**config.mk**
```make
export PLATFORM = sky130hd
export DESIGN_NAME = src_control_unit
export DESIGN_NICKNAME = d
export VERILOG_FILES = /design/src/rtl/src_ctrl_pkg.sv /design/src/rtl/src_branch_cond.sv /design/src/rtl/src_control_unit.sv
export SDC_FILE = /design/constraint.sdc
export NUM_CORES = 1
export LEC_CHECK = 0
export ABC_AREA = 1
export BUFFER_PORTS_ARGS = -buffer_cell sky130_fd_sc_hd__buf_2
export CORE_MARGIN = 2
export CORE_UTILIZATION = 38
export CTS_CLUSTER_DIAMETER = 120
export DETAILED_ROUTE_END_ITERATION = 6
export PLACE_DENSITY = 0.91
export SLEW_MARGIN = 5
export SYNTH_ARGS = -nofsm -noshare
export SYNTH_HDL_FRONTEND = slang
export SYNTH_SLANG_ARGS = --single-unit
```
**constraint.sdc**
```tcl
create_clock -name clk -period 1.85 [get_ports clk]
set_input_delay 0.37 -clock clk [delete_from_list [all_inputs] [get_ports clk]]
set_output_delay 0.37 -clock clk [all_outputs]
set_load 0.05 [all_outputs]
```
**src/rtl/src_ctrl_pkg.sv**
```systemverilog
// src_ctrl_pkg: opcode, step, ALU-operation and branch-condition encodings shared by the SRC control unit
package src_ctrl_pkg;
  typedef enum logic [4:0] {
    OP_NOP  = 5'd0,
    OP_LD   = 5'd1,
    OP_ST   = 5'd3,
    OP_LA   = 5'd5,
    OP_BR   = 5'd8,
    OP_ADD  = 5'd12,
    OP_ADDI = 5'd13,
    OP_SUB  = 5'd14,
    OP_AND  = 5'd20,
    OP_OR   = 5'd22,
    OP_STOP = 5'd31
  } op_e;
  typedef enum logic [2:0] {T0, T1, T2, T3, T4, T5, T6, T7} step_e;
  typedef enum logic [2:0] {ALU_PASS, ALU_ADD, ALU_SUB, ALU_AND, ALU_OR, ALU_INC4} alu_op_e;
  localparam logic [2:0] CC_NEVER   = 3'd0;
  localparam logic [2:0] CC_ALWAYS  = 3'd1;
  localparam logic [2:0] CC_ZERO    = 3'd2;
  localparam logic [2:0] CC_NONZERO = 3'd3;
  localparam logic [2:0] CC_GE      = 3'd4;
  localparam logic [2:0] CC_LT      = 3'd5;
  function automatic logic is_legal(input logic [4:0] op);
    return op inside {OP_NOP, OP_LD, OP_ST, OP_LA, OP_BR, OP_ADD, OP_ADDI, OP_SUB, OP_AND, OP_OR, OP_STOP};
  endfunction
endpackage

```
**src/rtl/src_branch_cond.sv**
```systemverilog
// src_branch_cond: combinational branch-condition evaluation of the bus against the IR condition field
module src_branch_cond
  import src_ctrl_pkg::*;
#(
  parameter int w = 32,
  parameter int COND_MSB = 2
) (
  input  logic [w-1:0]      bus,
  input  logic [COND_MSB:0] cond,
  output logic              con
);
  assign con = cond == CC_ALWAYS ||
               (cond == CC_ZERO && bus == '0) ||
               (cond == CC_NONZERO && bus != '0) ||
               (cond == CC_GE && !bus[w-1]) ||
               (cond == CC_LT && bus[w-1]);
endmodule

```
**src/rtl/src_control_unit.sv**
```systemverilog
// src_control_unit: hardwired T0..T7 sequencer and strobe decoder for the single-bus SRC CPU
module src_control_unit
  import src_ctrl_pkg::*;
#(
  parameter int w = 32,
  parameter int OP_MSB = 31,
  parameter int OP_LSB = 27,
  parameter int COND_MSB = 2
) (
  input  logic         clk,
  input  logic         rst,
  input  logic [w-1:0] ir,
  input  logic [w-1:0] bus,
  input  logic         mem_done,
  output logic         pc_out,
  output logic         pc_in,
  output logic         ma_in,
  output logic         md_out,
  output logic         md_bus_in,
  output logic         ir_in,
  output logic         a_in,
  output logic         c_in,
  output logic         c_out,
  output logic         c2_out,
  output logic [2:0]   alu_op,
  output logic         gra,
  output logic         grb,
  output logic         grc,
  output logic         rin,
  output logic         rout,
  output logic         baout,
  output logic         mem_rd,
  output logic         mem_wr,
  output logic         halted,
  output logic         illegal
);
  step_e step;
  alu_op_e alu, rr_alu;
  logic [4:0] op;
  logic con, con_now, halted_r, illegal_r, active, legal, halt_op, rr, wait_step, end_step;
  logic unused_ir;
  assign unused_ir = ^ir;
  assign op = ir[OP_MSB:OP_LSB];
  assign legal = is_legal(op);
  assign halt_op = op == OP_STOP || !legal;
  assign rr = op inside {OP_ADD, OP_SUB, OP_AND, OP_OR};
  assign rr_alu = op == OP_SUB ? ALU_SUB : op == OP_AND ? ALU_AND : op == OP_OR ? ALU_OR : ALU_ADD;
  assign wait_step = step == T1 || (step == T6 && op == OP_LD) || (step == T7 && op == OP_ST);
  assign end_step = (step == T3 && op == OP_NOP) || (step == T4 && op == OP_BR) ||
                    (step == T5 && (rr || op == OP_ADDI || op == OP_LA)) || step == T7;
  assign active = !rst && !halted_r;
  assign halted = !rst && (halted_r || (step == T3 && halt_op));
  assign illegal = !rst && (illegal_r || (step == T3 && !legal));
  assign alu_op = alu;
  src_branch_cond #(.w(w), .COND_MSB(COND_MSB)) u_cond (
    .bus(bus),
    .cond(ir[COND_MSB:0]),
    .con(con_now)
  );
  always_ff @(posedge clk) begin
    if (rst) begin
      step <= T0;
      con <= 1'b0;
      halted_r <= 1'b0;
      illegal_r <= 1'b0;
    end else if (!halted_r) begin
      if (step == T3 && halt_op) begin
        halted_r <= 1'b1;
        illegal_r <= !legal;
      end else if (!wait_step || mem_done) begin
        step <= end_step ? T0 : step_e'(step + 3'd1);
      end
      if (step == T3 && op == OP_BR) con <= con_now;
    end
  end
  always_comb begin
    {pc_out, pc_in, ma_in, md_out, md_bus_in, ir_in, a_in, c_in, c_out, c2_out} = '0;
    {gra, grb, grc, rin, rout, baout, mem_rd, mem_wr} = '0;
    alu = ALU_PASS;
    if (active) begin
      case (step)
        T0: {pc_out, ma_in, c_in, alu} = {3'b111, ALU_INC4};
        T1: {c_out, pc_in, mem_rd} = 3'b111;
        T2: {md_out, ir_in} = 2'b11;
        T3: begin
          if (rr || op == OP_ADDI) {grb, rout, a_in} = 3'b111;
          else if (op inside {OP_LD, OP_ST, OP_LA}) {grb, baout, a_in} = 3'b111;
          else if (op == OP_BR) {grc, rout} = 2'b11;
        end
        T4: begin
          if (rr) {grc, rout, c_in, alu} = {3'b111, rr_alu};
          else if (op inside {OP_ADDI, OP_LD, OP_ST, OP_LA}) {c2_out, c_in, alu} = {2'b11, ALU_ADD};
          else if (op == OP_BR) {grb, rout, pc_in} = {2'b11, con};
        end
        T5: begin
          if (rr || op == OP_ADDI || op == OP_LA) {c_out, gra, rin} = 3'b111;
          else if (op == OP_LD || op == OP_ST) {c_out, ma_in} = 2'b11;
        end
        T6: begin
          if (op == OP_LD) mem_rd = 1'b1;
          else if (op == OP_ST) {gra, rout, md_bus_in} = 3'b111;
        end
        T7: begin
          if (op == OP_LD) {md_out, gra, rin} = 3'b111;
          else if (op == OP_ST) mem_wr = 1'b1;
        end
        default: ;
      endcase
    end
  end
endmodule

```
==> results of run 1 <==
sequential cells by signal, summed over array words and instances, names as in the netlist:
| signal | cells |
|---|---|
| halted_r | 1 |
| illegal_r | 1 |
| con | 1 |
| step | 3 |
synthesized netlist by cell type:
master and instances:
a211oi_1 1, a21oi_1 8, a21oi_2 1, a31oi_1 2, buf_2 1, clkbuf_1 1, dfxtp_1 6, ha_1 6
inv_1 32, inv_2 2, nand2_1 40, nand2_2 3, nand3_1 13, nand3_2 4, nand3b_1 1, nand4_1 5
nand4_2 1, nor2_1 51, nor2_2 3, nor3_1 2, o211ai_2 1, o21a_1 1, o21ai_0 7, o21ai_1 1
o21ai_2 1, o31ai_1 1, o32ai_1 1, or2_2 1, xor2_1 1
final timing paths:
check / from / endpoint
worst max register to register: step[0] / step[0]
worst min-delay path: ir[0] / con
worst min register to register: illegal_r / illegal_r
worst max-delay path: halted_r / grb
through the flow:
step | TNS [ps] | cell area (um^2) | cells
after detailed placement | -1190 | 1810 | 335
after global placement | -806 | 1810 | 335
after global routing | -4400 | 2510 | 352
final | -3800 | 2510 | 352
after CTS | -917 | 2180 | 343
after floorplan | -1080 | 1130 | 198
cells in the final DEF, fill, tap and decap left out, drive strengths merged:
cell,netlist,layout
nand3b,1,1
o21a,1,1
inv,34,32
ha,6,6
a211oi,1,1
nand3,17,17
nor2,54,54
clkbuf,1,3
or2,1,1
o32ai,1,1
clkinvlp,0,2
nand4,6,6
dfxtp,6,6
o21ai,9,9
nand2,43,43
buf,1,122
a31oi,2,2
xor2,1,1
o31ai,1,1
a21oi,9,9
o211ai,1,1
nor3,2,2
logic make-up (layout without fill, tap and decap cells):
kind of cell / after synthesis / count (layout) / synth area share (%)
and+or+nand+nor: 124 / 124 / 52.8
DFF: 6 / 6 / 11.5
buffers and inverters: 36 / 159 / 13.0
AOI/OAI and AO/OA: 25 / 25 / 14.7
xor gates and xnor gates: 1 / 1 / 0.837
adders and majority gates: 6 / 6 / 7.18
per-layer routing:
layer | GRT usage [%] | vias up
met5 | 0 | -
met1 | 29.4 | 937
met2 | 59.6 | 228
li1 | - | 886
met3 | 6.22 | 92
met4 | 24.5 | 0
area by class of cell:
cell class,instances,share of cell area (%)
inverters,34,6.28
repair buffers,122,38.0
clock buffers,3,0.897
multi-input cells,156,48.1
well taps,31,1.55
flip-flops and latches,6,5.13
worst min-delay path, delay by kind of cell:
kind          cells  cell delay, ps
buf+inv           1             120
simple gates      4             290
what timing repair did:
action                                  CTS  global route
hold endpoints to repair                  0             0
buffers inserted                          5             9
pin swaps                                20            25
endpoints found under the setup margin   22            23
gates resized for setup                  94            75
power breakdown:
group          total, mW  leakage [nW]  switching (mW)  internal [mW]
logic               1.73          1.17            1.03          0.698
registers          0.225        0.0508          0.0515          0.174
clock network      0.131        0.0138          0.0569         0.0740
==> impl_metrics.yaml, run 1 <==
min_path:
  holdPathStages: 5
  holdCritPathClass: "input port to flop"
cells_and_area:
  fillerInstances: 88
  drive_gt1_share_pct: 66.4
  antennaDiodeCount: 0
  multi_input_area_um2: 1210
  register_area_um2: 129
  syn_to_final_growth_pct: 140
  postLayoutCoreUtil_pct: 93.4
  final_nets: 396
clock_network:
  numClockSinks: 6
  cts_tree: "done"
  clk_pin_slew_worst_paths_ps: 50
  clk_latency_ps: 260
  ctsHoldBuffers: 0
  numCtsBuffers: 3
  htreeDepth: 1
  clock_path_buffers: 2
  cts-root-buf: "clkbuf_4"
critical_path:
  r2r_slack_ps: -30
  cp_max_fo: 4
  path_buf_inv: 4
  crit_family: "buffers and inverters"
  critPathCaptureType: "output pin"
  worstSetupPathType: "flop to output pin"
  arrival_ps: 1780
  required_ps: 1480
  cp_cell_sequence: "nor2_1 -> buf_4 -> clkinvlp_4 -> o31ai_4 -> inv_2 -> a21oi_2 -> buf_6"
  r2r_cells: 12
  crit_cells: 7
  cpPeakStageDelay_ps: 330
  crit_slowest_cell: "dfxtp_2"
  start_kind: "flop"
timing:
  fin_skew_ps: 2.77
  setup_violations: 25
  min_period_ps: 2150
  max_slew.worst_pin.slew_ps: 276
  period_share_pct: 116
  holdWs_ps: 563
  max_freq_ghz: 0.466
  maxSlewHeadroom_pct: 81.4
  setup_ws_ps: -296
  hold_viol: 0
  rsz0062_at_grt: "yes"
  finalMaxSlewViolations: 0
detailed_routing:
  highest_layer: "met4"
  wl_met2_um: 3290
  drt-total-wl_um: 7060
  first_pass_iters: 5
  wl_met3_um: 867
  final_antenna_net_count: 0
  drc: 0
  route.vias.total: 2143
  vias_per_cell: 6.09
  drt-initial-drc-count: 153
  wire_per_inst_um: 20.0
  m1WireLength_um: 2150
logic_synthesis:
  yosysTopAreaCellShare_pct: 18.3
  syn_nets: 271
  yosysWarnings: 0
  post_synth.cell_area_avg_um2: 5.28
  synthesis.area_um2: 1050
  ys_seq_area_share_pct: 11.5
  yosys.cell_types.count: 29
  synthCells: 198
  ys_top_cells_by_area: "nor2_1 18%, nand2_1 14%, dfxtp_1 11%, inv_1 11%, ha_1 7.2%"
  yosys.area.top_type: "nor2_1"
  synth_seq_cells: 6
pwr:
  finalPower_mw: 2.08
  p_per_area_nw_per_um2: 830
  p_leak_nw: 1.23
  ir_drop_uv: 981
placed_design:
  portBuffers: 65
  globalplace.congestion: 0.930
  pre_cts_slack_ps: -162
  hpwl_um: 3120
floorplanning:
  fp-row-count: 19
  die_y_um: 56.5
  core_um2: 2690
  start_util_pct: 38.9
  die_area_um2: 3190
  ios: 90
  die_x_um: 56.5
run_status:
  status: "finished with violations"
  violations: "negative setup slack"
flow_run:
  cap_violations: 0
global_routing:
  antenna_found_initial: 0
  grt_pass1_wl_um: 7900
  gr-total-overflow: 0
  grt_use_total_pct: 31.8
  grt_pass1_vias: 1900
  grt_max_degree: 9
No activity file was read; power rests on OpenSTA's default activity.
==> run 2, diff against run 1 <==
--- a/config.mk
+++ b/config.mk
@@ -5,13 +5,13 @@
 export SDC_FILE = /design/constraint.sdc
 export NUM_CORES = 1
 export LEC_CHECK = 0
-export ABC_AREA = 1
 export BUFFER_PORTS_ARGS = -buffer_cell sky130_fd_sc_hd__buf_2
 export CORE_MARGIN = 2
 export CORE_UTILIZATION = 38
 export CTS_CLUSTER_DIAMETER = 120
+export CTS_CLUSTER_SIZE = 28
 export DETAILED_ROUTE_END_ITERATION = 6
-export PLACE_DENSITY = 0.91
+export PLACE_DENSITY = 0.92
 export SLEW_MARGIN = 5
 export SYNTH_ARGS = -nofsm -noshare
 export SYNTH_HDL_FRONTEND = slang
==> impl_metrics.yaml, run 2 <==
run_status:
  status: "aborted with a tool error"
  stop_stage: "global routing (5_1_grt)"
  error: "[ERROR DPL-0038] Utilization greater than 100%, impossible to legalize"
logic_synthesis:
  synth_edf_count: 0
  yosys.cell_types.count: 43
  ys_top_cells_by_area: "dfxtp_1 12%, ha_1 7.4%, nor2_1 6.3%, nor2b_1 6.1%, nand2_1 5.1%"
  ys_seq_area_share_pct: 11.8
  synth_commonest_cells: "17 x nor2_1, 14 x nand2_1, 10 x nor2b_1"
  synthesis.area_um2: 1020
  yosys.area.top_type: "dfxtp_1"
  post_synth.cell_area_avg_um2: 6.67
  yosysWarnings: 0
  syn_nets: 226
  yosysMostFrequentCell: "nor2_1"
  ys.flop_type: "dfxtp_1"
  synth_seq_cells: 6
  synthCells: 153
  ys_async_sr_fraction_pct: 0
  yosysTopAreaCellShare_pct: 11.8
placed_design:
  post-place-cells: 284
  hpwl_um: 3300
  globalplace.congestion: 0.911
  portBuffers: 65
floorplanning:
  die_x_um: 55.8
  die_y_um: 55.8
  ios: 90
  start_util_pct: 40.5
  fp-row-count: 18
timing:
  worst_path_end_type: "top-level output"
  worst_endpoint: "rin"
clock_network:
  clock_path_buffers: 2
  cts-root-buf: "clkbuf_4"
  htreeDepth: 1
  numClockSinks: 6
  numCtsBuffers: 3
  ctsHoldBuffers: 0
global_routing:
  grt_max_degree: 16
[run 2: repair_timing]
action / CTS
gates resized for setup: 90
setup buffers: 14
hold endpoints to repair: 0
pin swaps: 13
cloned: 1
setup endpoints to repair: 25
[run 2: stage by stage]
stage	setup WS (ps)	hold WS, ps	instance area (um^2)	util, %
CTS	-257	417	2420	95.8
detailed placement	-362	472	1930	76.6
global placement	-321	460	1930	76.6
floorplan	-196	444	1290	-
[run 2: kinds of logic after synthesis]
group                    share of synthesized area [%]
AO/OA/AOI/OAI                                     23.5
XOR/XNOR                                          1.72
adder cells (fa/ha/maj)                           7.35
buffers and inverters                             6.98
flip-flops                                        11.8
multiplexers                                      3.19
AND/OR/NAND/NOR                                   45.5
==> run 3, diff against run 2 <==
--- a/config.mk
+++ b/config.mk
@@ -6,12 +6,10 @@
 export NUM_CORES = 1
 export LEC_CHECK = 0
 export BUFFER_PORTS_ARGS = -buffer_cell sky130_fd_sc_hd__buf_2
-export CORE_MARGIN = 2
-export CORE_UTILIZATION = 38
-export CTS_CLUSTER_DIAMETER = 120
-export CTS_CLUSTER_SIZE = 28
+export CORE_AREA = 2 2 63 65
 export DETAILED_ROUTE_END_ITERATION = 6
-export PLACE_DENSITY = 0.92
+export DIE_AREA = 0 0 65 67
+export PLACE_DENSITY_LB_ADDON = 0.15
 export SLEW_MARGIN = 5
 export SYNTH_ARGS = -nofsm -noshare
 export SYNTH_HDL_FRONTEND = slang
==> impl_metrics.yaml, run 3 <==
placed_design:
  globalplace.congestion: 0.814
  hpwl_um: 3340
  portBuffers: 65
timing:
  maxSlewHeadroom_pct: 72.3
  max_slew.worst_pin.slew_ps: 414
  finalMaxSlewViolations: 0
  hold_viol: 0
  setup_tns_ps: -2110
  rsz0062_at_grt: "yes"
  setup_ws_ps: -238
  fin_skew_ps: 0.618
  setup_violations: 18
  min_period_ps: 2090
  max_freq_ghz: 0.479
  period_share_pct: 113
floorplanning:
  ios: 90
  die_y_um: 67
  start_util_pct: 28.3
  die_x_um: 65
  core_um2: 3610
  fp-row-count: 22
  die_area_um2: 4360
logic_synthesis:
  synth_seq_cells: 6
  ys_top_cells_by_area: "dfxtp_1 12%, ha_1 7.4%, nor2_1 6.3%, nor2b_1 6.1%, nand2_1 5.1%"
  yosysTopAreaCellShare_pct: 11.8
  ys.flop_type: "dfxtp_1"
  synthAdderAreaFrac_pct: 7.35
  synthSimpleGateAreaFrac_pct: 45.5
  synth-compound-area-share_pct: 23.5
  synthesis.area_um2: 1020
  muxShareOfSynthArea_pct: 3.19
  synth_edf_count: 0
  yosys.cell_types.count: 43
  synth_commonest_cells: "17 x nor2_1, 14 x nand2_1, 10 x nor2b_1"
  yosysMostFrequentCell: "nor2_1"
  yosys.area.top_type: "dfxtp_1"
  synth_top_family_by_area: "simple AND/OR/NAND/NOR gates"
  ys_async_sr_fraction_pct: 0
  yosysWarnings: 0
  ys_seq_area_share_pct: 11.8
  post_synth.cell_area_avg_um2: 6.67
  synth-xor-area-share_pct: 1.72
  syn_nets: 226
  synthCells: 153
global_routing:
  grt_use_total_pct: 20.1
  grt_max_degree: 16
  grt_pass1_wl_um: 6970
  gr-total-overflow: 0
  antenna_found_initial: 0
  grt_pass1_vias: 1606
cells_and_area:
  postLayoutCoreUtil_pct: 67.9
  final_cell_mix: "48 x buf_4, 38 x buf_2, 23 x buf_6"
  regMostFlops: "step"
  layout_commonest_cell: "buf_4"
  syn_to_final_growth_pct: 140
  largest_register_ffs: 3
  antennaDiodeCount: 0
  final_nets: 339
  drive_gt1_share_pct: 68.7
critical_path:
  worstSetupPathType: "flop to output pin"
  r2r_end: "step[1]"
  critPathCaptureType: "output pin"
  arrival_ps: 1720
  cpPeakStageDelay_ps: 350
  crit_slowest_cell: "dfxtp_4"
  start_kind: "flop"
  r2r-start: "step[0]"
  r2r_cells: 9
  r2r_slack_ps: -150
  cp_cell_sequence: "inv_1 -> ha_2 -> and2_4 -> and4_4 -> nand2_2 -> a21oi_4 -> buf_6"
  required_ps: 1480
  cp_max_fo: 4
clock_network:
  clock_path_buffers: 2
  cts-root-buf: "clkbuf_8"
  clk_latency_ps: 220
  cts_tree: "done"
  numCtsBuffers: 3
  htreeDepth: 1
  numClockSinks: 6
  clk_pin_slew_worst_paths_ps: 40
min_path:
  worstHoldStart: "ir[2]"
  holdCritPathClass: "input port to flop"
  holdPathStages: 3
  whs_endpoint: "con"
pwr:
  ir_drop_uv: 371
  p_per_area_nw_per_um2: 860
  p_leak_nw: 1.05
run_status:
  violations: "negative setup slack"
  status: "finished with violations"
detailed_routing:
  vias_per_cell: 5.39
  first_pass_iters: 4
  final_antenna_net_count: 0
  drc: 0
  wire_per_inst_um: 14.8
  route.vias.total: 1687
  drt-total-wl_um: 4620
  drt-initial-drc-count: 55
flow_run:
  cap_violations: 0
[run 3: timing repair]
action	4_1_cts	5_1_grt
hold buffers	0	0
setup endpoints to repair	25	26
resized for setup	67	36
pin swaps	5	10
setup buffers	4	4
gates cloned	0	2
[run 3: worst max path at each step]
stage	start	end	cells after the start	slack, ps
final	step[0]	pc_in	7	-240
after floorplan	step[1]	rin	5	-200
after global routing	step[0]	rin	6	-300
after CTS	step[0]	rin	6	-230
after detailed placement	ir[30]	rout	7	-340
after global placement	ir[30]	rout	7	-320
[run 3: metrics by stage]
step           hold slack, ps  power (mW)  instances  area (um^2)  setup WS [ps]
2_1_floorplan             444        1.09        153         1290           -196
3_3_place_gp              455        1.54        299         1930           -321
3_5_place_dp              486        1.57        299         1930           -340
4_1_cts                   491        1.98        307         2230           -231
5_1_grt                   502        2.23        313         2450           -298
6_report                  489        2.11        313         2450           -238
[run 3: logic make-up after synthesis]
kind of cell | count (synthesis)
fa+ha+maj | 6
xor+xnor | 2
mux | 3
flops | 6
compound gates | 36
buf+inv | 15
simple gates | 85
[run 3: power breakdown]
part / internal, mW / leakage, nW / switching [mW] / total (mW)
logic: 0.764 / 0.972 / 0.903 / 1.67
clock network: 0.148 / 0.0228 / 0.0542 / 0.202
registers: 0.179 / 0.0509 / 0.0589 / 0.238
total: 1.09 / 1.05 / 1.02 / 2.11
[run 3: cell type report]
| type | count | area [um^2] |
|---|---|---|
| multi-input cells | 132 | 1230 |
| clock buffers | 4 | 45.0 |
| repair buffers | 117 | 952 |
| fillers | 273 | 1160 |
| flip-flops and latches | 6 | 131 |
| inverters | 6 | 27.5 |
| well taps | 48 | 60.1 |
[run 3: critical path, delay by kind of cell, from the launching register on]
kind                     cells  cell delay (ps)
AO/OA/AOI/OAI                1              140
adder cells (fa/ha/maj)      1              200
buffers and inverters        2              250
flip-flops                   1              350
AND/OR/NAND/NOR              3              550
[run 3: layer usage]
layer	track usage (%)	wire length [um]	share of wire (%)
met5	0	0	0
met4	3.72	93	2.0
met3	2.03	280	6.1
met2	40.9	2490	54
met1	22.5	1750	38
==> run 4, diff against run 3 <==
--- a/config.mk
+++ b/config.mk
@@ -10,6 +10,7 @@
 export DETAILED_ROUTE_END_ITERATION = 6
 export DIE_AREA = 0 0 65 67
 export PLACE_DENSITY_LB_ADDON = 0.15
+export SETUP_SLACK_MARGIN = 0.05
 export SLEW_MARGIN = 5
 export SYNTH_ARGS = -nofsm -noshare
 export SYNTH_HDL_FRONTEND = slang
==> impl_metrics.yaml, run 4 (synthesis gave the netlist of run 3 again) <==
placed_design:
  portBuffers: 65
  hpwl_um: 3420
  post_dp_cell_area_um2: 1930
  pre_cts_slack_ps: -241
  post-place-cells: 297
  globalplace.congestion: 0.801
critical_path:
  required_ps: 1480
  cp_max_fo: 4
  r2r_slack_ps: -50
  r2r-start: "step[0]"
  start_kind: "flop"
  worstSetupPathType: "flop to output pin"
  critPathCaptureType: "output pin"
  r2r_end: "step[1]"
  r2r_cells: 8
  arrival_ps: 1730
timing:
  hold_viol: 0
  max_freq_ghz: 0.476
  max_slew.worst_pin.slew_ps: 378
  setup_violations: 15
  maxSlewHeadroom_pct: 74.7
  setup_ws_ps: -252
  min_period_ps: 2100
  fin_skew_ps: 3.41
  finalMaxSlewViolations: 0
  period_share_pct: 114
  rsz0062_at_grt: "yes"
cells_and_area:
  syn_to_final_growth_pct: 146
  final_nets: 341
  design_area_um2: 2510
  antennaDiodeCount: 0
  largest_register_ffs: 3
  regMostFlops: "step"
  final_cell_mix: "42 x buf_4, 38 x buf_2, 28 x buf_6"
  drive_gt1_share_pct: 67.0
  finalNonFillerCells: 315
  layout_commonest_cell: "buf_4"
floorplanning:
  fp-row-count: 22
  start_util_pct: 28.3
  die_area_um2: 4360
  ios: 90
  die_y_um: 67
  core_um2: 3610
  die_x_um: 65
min_path:
  holdPathStages: 3
  whs_endpoint: "con"
  worstHoldStart: "ir[2]"
  holdCritPathClass: "input port to flop"
pwr:
  pwr-share-comb_pct: 79.1
  p_clk_share_pct: 9.9
  p_seq_share_pct: 11.0
  internal_power_mw: 1.12
  finalPower_mw: 2.16
  swShare_pct: 48.0
  ir_drop_uv: 423
  p_per_area_nw_per_um2: 861
  p_switching_mw: 1.04
  p_leak_nw: 1.08
global_routing:
  grt_pass1_wl_um: 7720
  antenna_found_initial: 0
  grt_pass1_vias: 1736
  grt_max_degree: 12
  gr-total-overflow: 0
  grt_use_total_pct: 22.6
clock_network:
  numClockSinks: 6
  numCtsBuffers: 3
  clk_pin_slew_worst_paths_ps: 40
  htreeDepth: 1
  clock_path_buffers: 2
  clk_latency_ps: 230
  ctsHoldBuffers: 0
  cts_tree: "done"
  cts-root-buf: "clkbuf_8"
detailed_routing:
  wire_per_inst_um: 15.3
  drt-initial-drc-count: 51
  vias_per_cell: 5.30
  final_antenna_net_count: 0
  first_pass_iters: 4
  route.vias.total: 1668
  drc: 0
  drt-total-wl_um: 4820
run_status:
  status: "finished with violations"
  violations: "negative setup slack"
flow_run:
  cap_violations: 0
-- run 4: cell types whose count changed in the layout (fill, tap and decap cells not counted), moves of 2 or more --
cell / delta
buf_12: +3
buf_4: -6
buf_6: +5
buf_8: +2
clkbuf_16: -2
nand2_1: +2
nand2_2: -3
nor2b_1: +2
nor2b_2: -2
-- run 4: worst max path at each step --
| stage | depth (start not counted) | end | start | slack (ps) |
|---|---|---|---|---|
| detailed placement | 6 | rin | ir[30] | -240 |
| global route | 7 | grc | step[0] | -300 |
| floorplan | 5 | rin | step[1] | -200 |
| global placement | 6 | rin | ir[30] | -220 |
| finish | 6 | rin | step[0] | -250 |
| CTS | 6 | rin | step[0] | -240 |
-- run 4: repair_timing --
action                     4_1_cts  5_1_grt
pin swaps                       12       12
setup endpoints to repair       26       26
buffers inserted                 6        7
gates resized for setup         83       24
gates cloned                     1        0
-- run 4: power by group through the flow --
stage | Clock [mW] | Sequential (mW) | Combinational (mW)
after global placement | 0 | 0.229 | 1.28
after CTS | 0.218 | 0.236 | 1.60
after floorplan | 0 | 0.226 | 0.866
after detailed placement | 0 | 0.230 | 1.31
after global routing | 0.224 | 0.244 | 1.80
final | 0.214 | 0.238 | 1.71
-- run 4: metal layers --
layer	up-vias	global-route usage, %	share of wire (%)
met5	-	0	0
li1	804	-	-
met3	15	3.21	6.5
met2	89	44.6	54
met1	760	22.8	36
met4	0	11.7	3.1
-- run 4: layout make-up --
class / instances / area [um^2]
tap: 48 / 60.1
timing repair buffer: 119 / 1030
multi-input combinational: 132 / 1220
inverter: 6 / 27.5
fill: 261 / 1090
sequential: 6 / 131
clock buffer: 4 / 45.0
-- run 4: worst max-delay path, stage by stage (launching register included) --
cell and delay (ps):
dfxtp_4 370, buf_6 110, ha_4 130, and3_1 150, o211ai_1 160, a2111oi_4 360
buf_6 210
-- run 4: metrics by stage --
stage / hold slack (ps) / util [%] / setup TNS [ps]
finish: 442 / 69.7 / -1790
CTS: 453 / 65.5 / -1540
global route: 455 / 69.7 / -2720
detailed placement: 460 / 53.6 / -3010
floorplan: 444 / - / -596
global placement: 454 / 53.6 / -2350
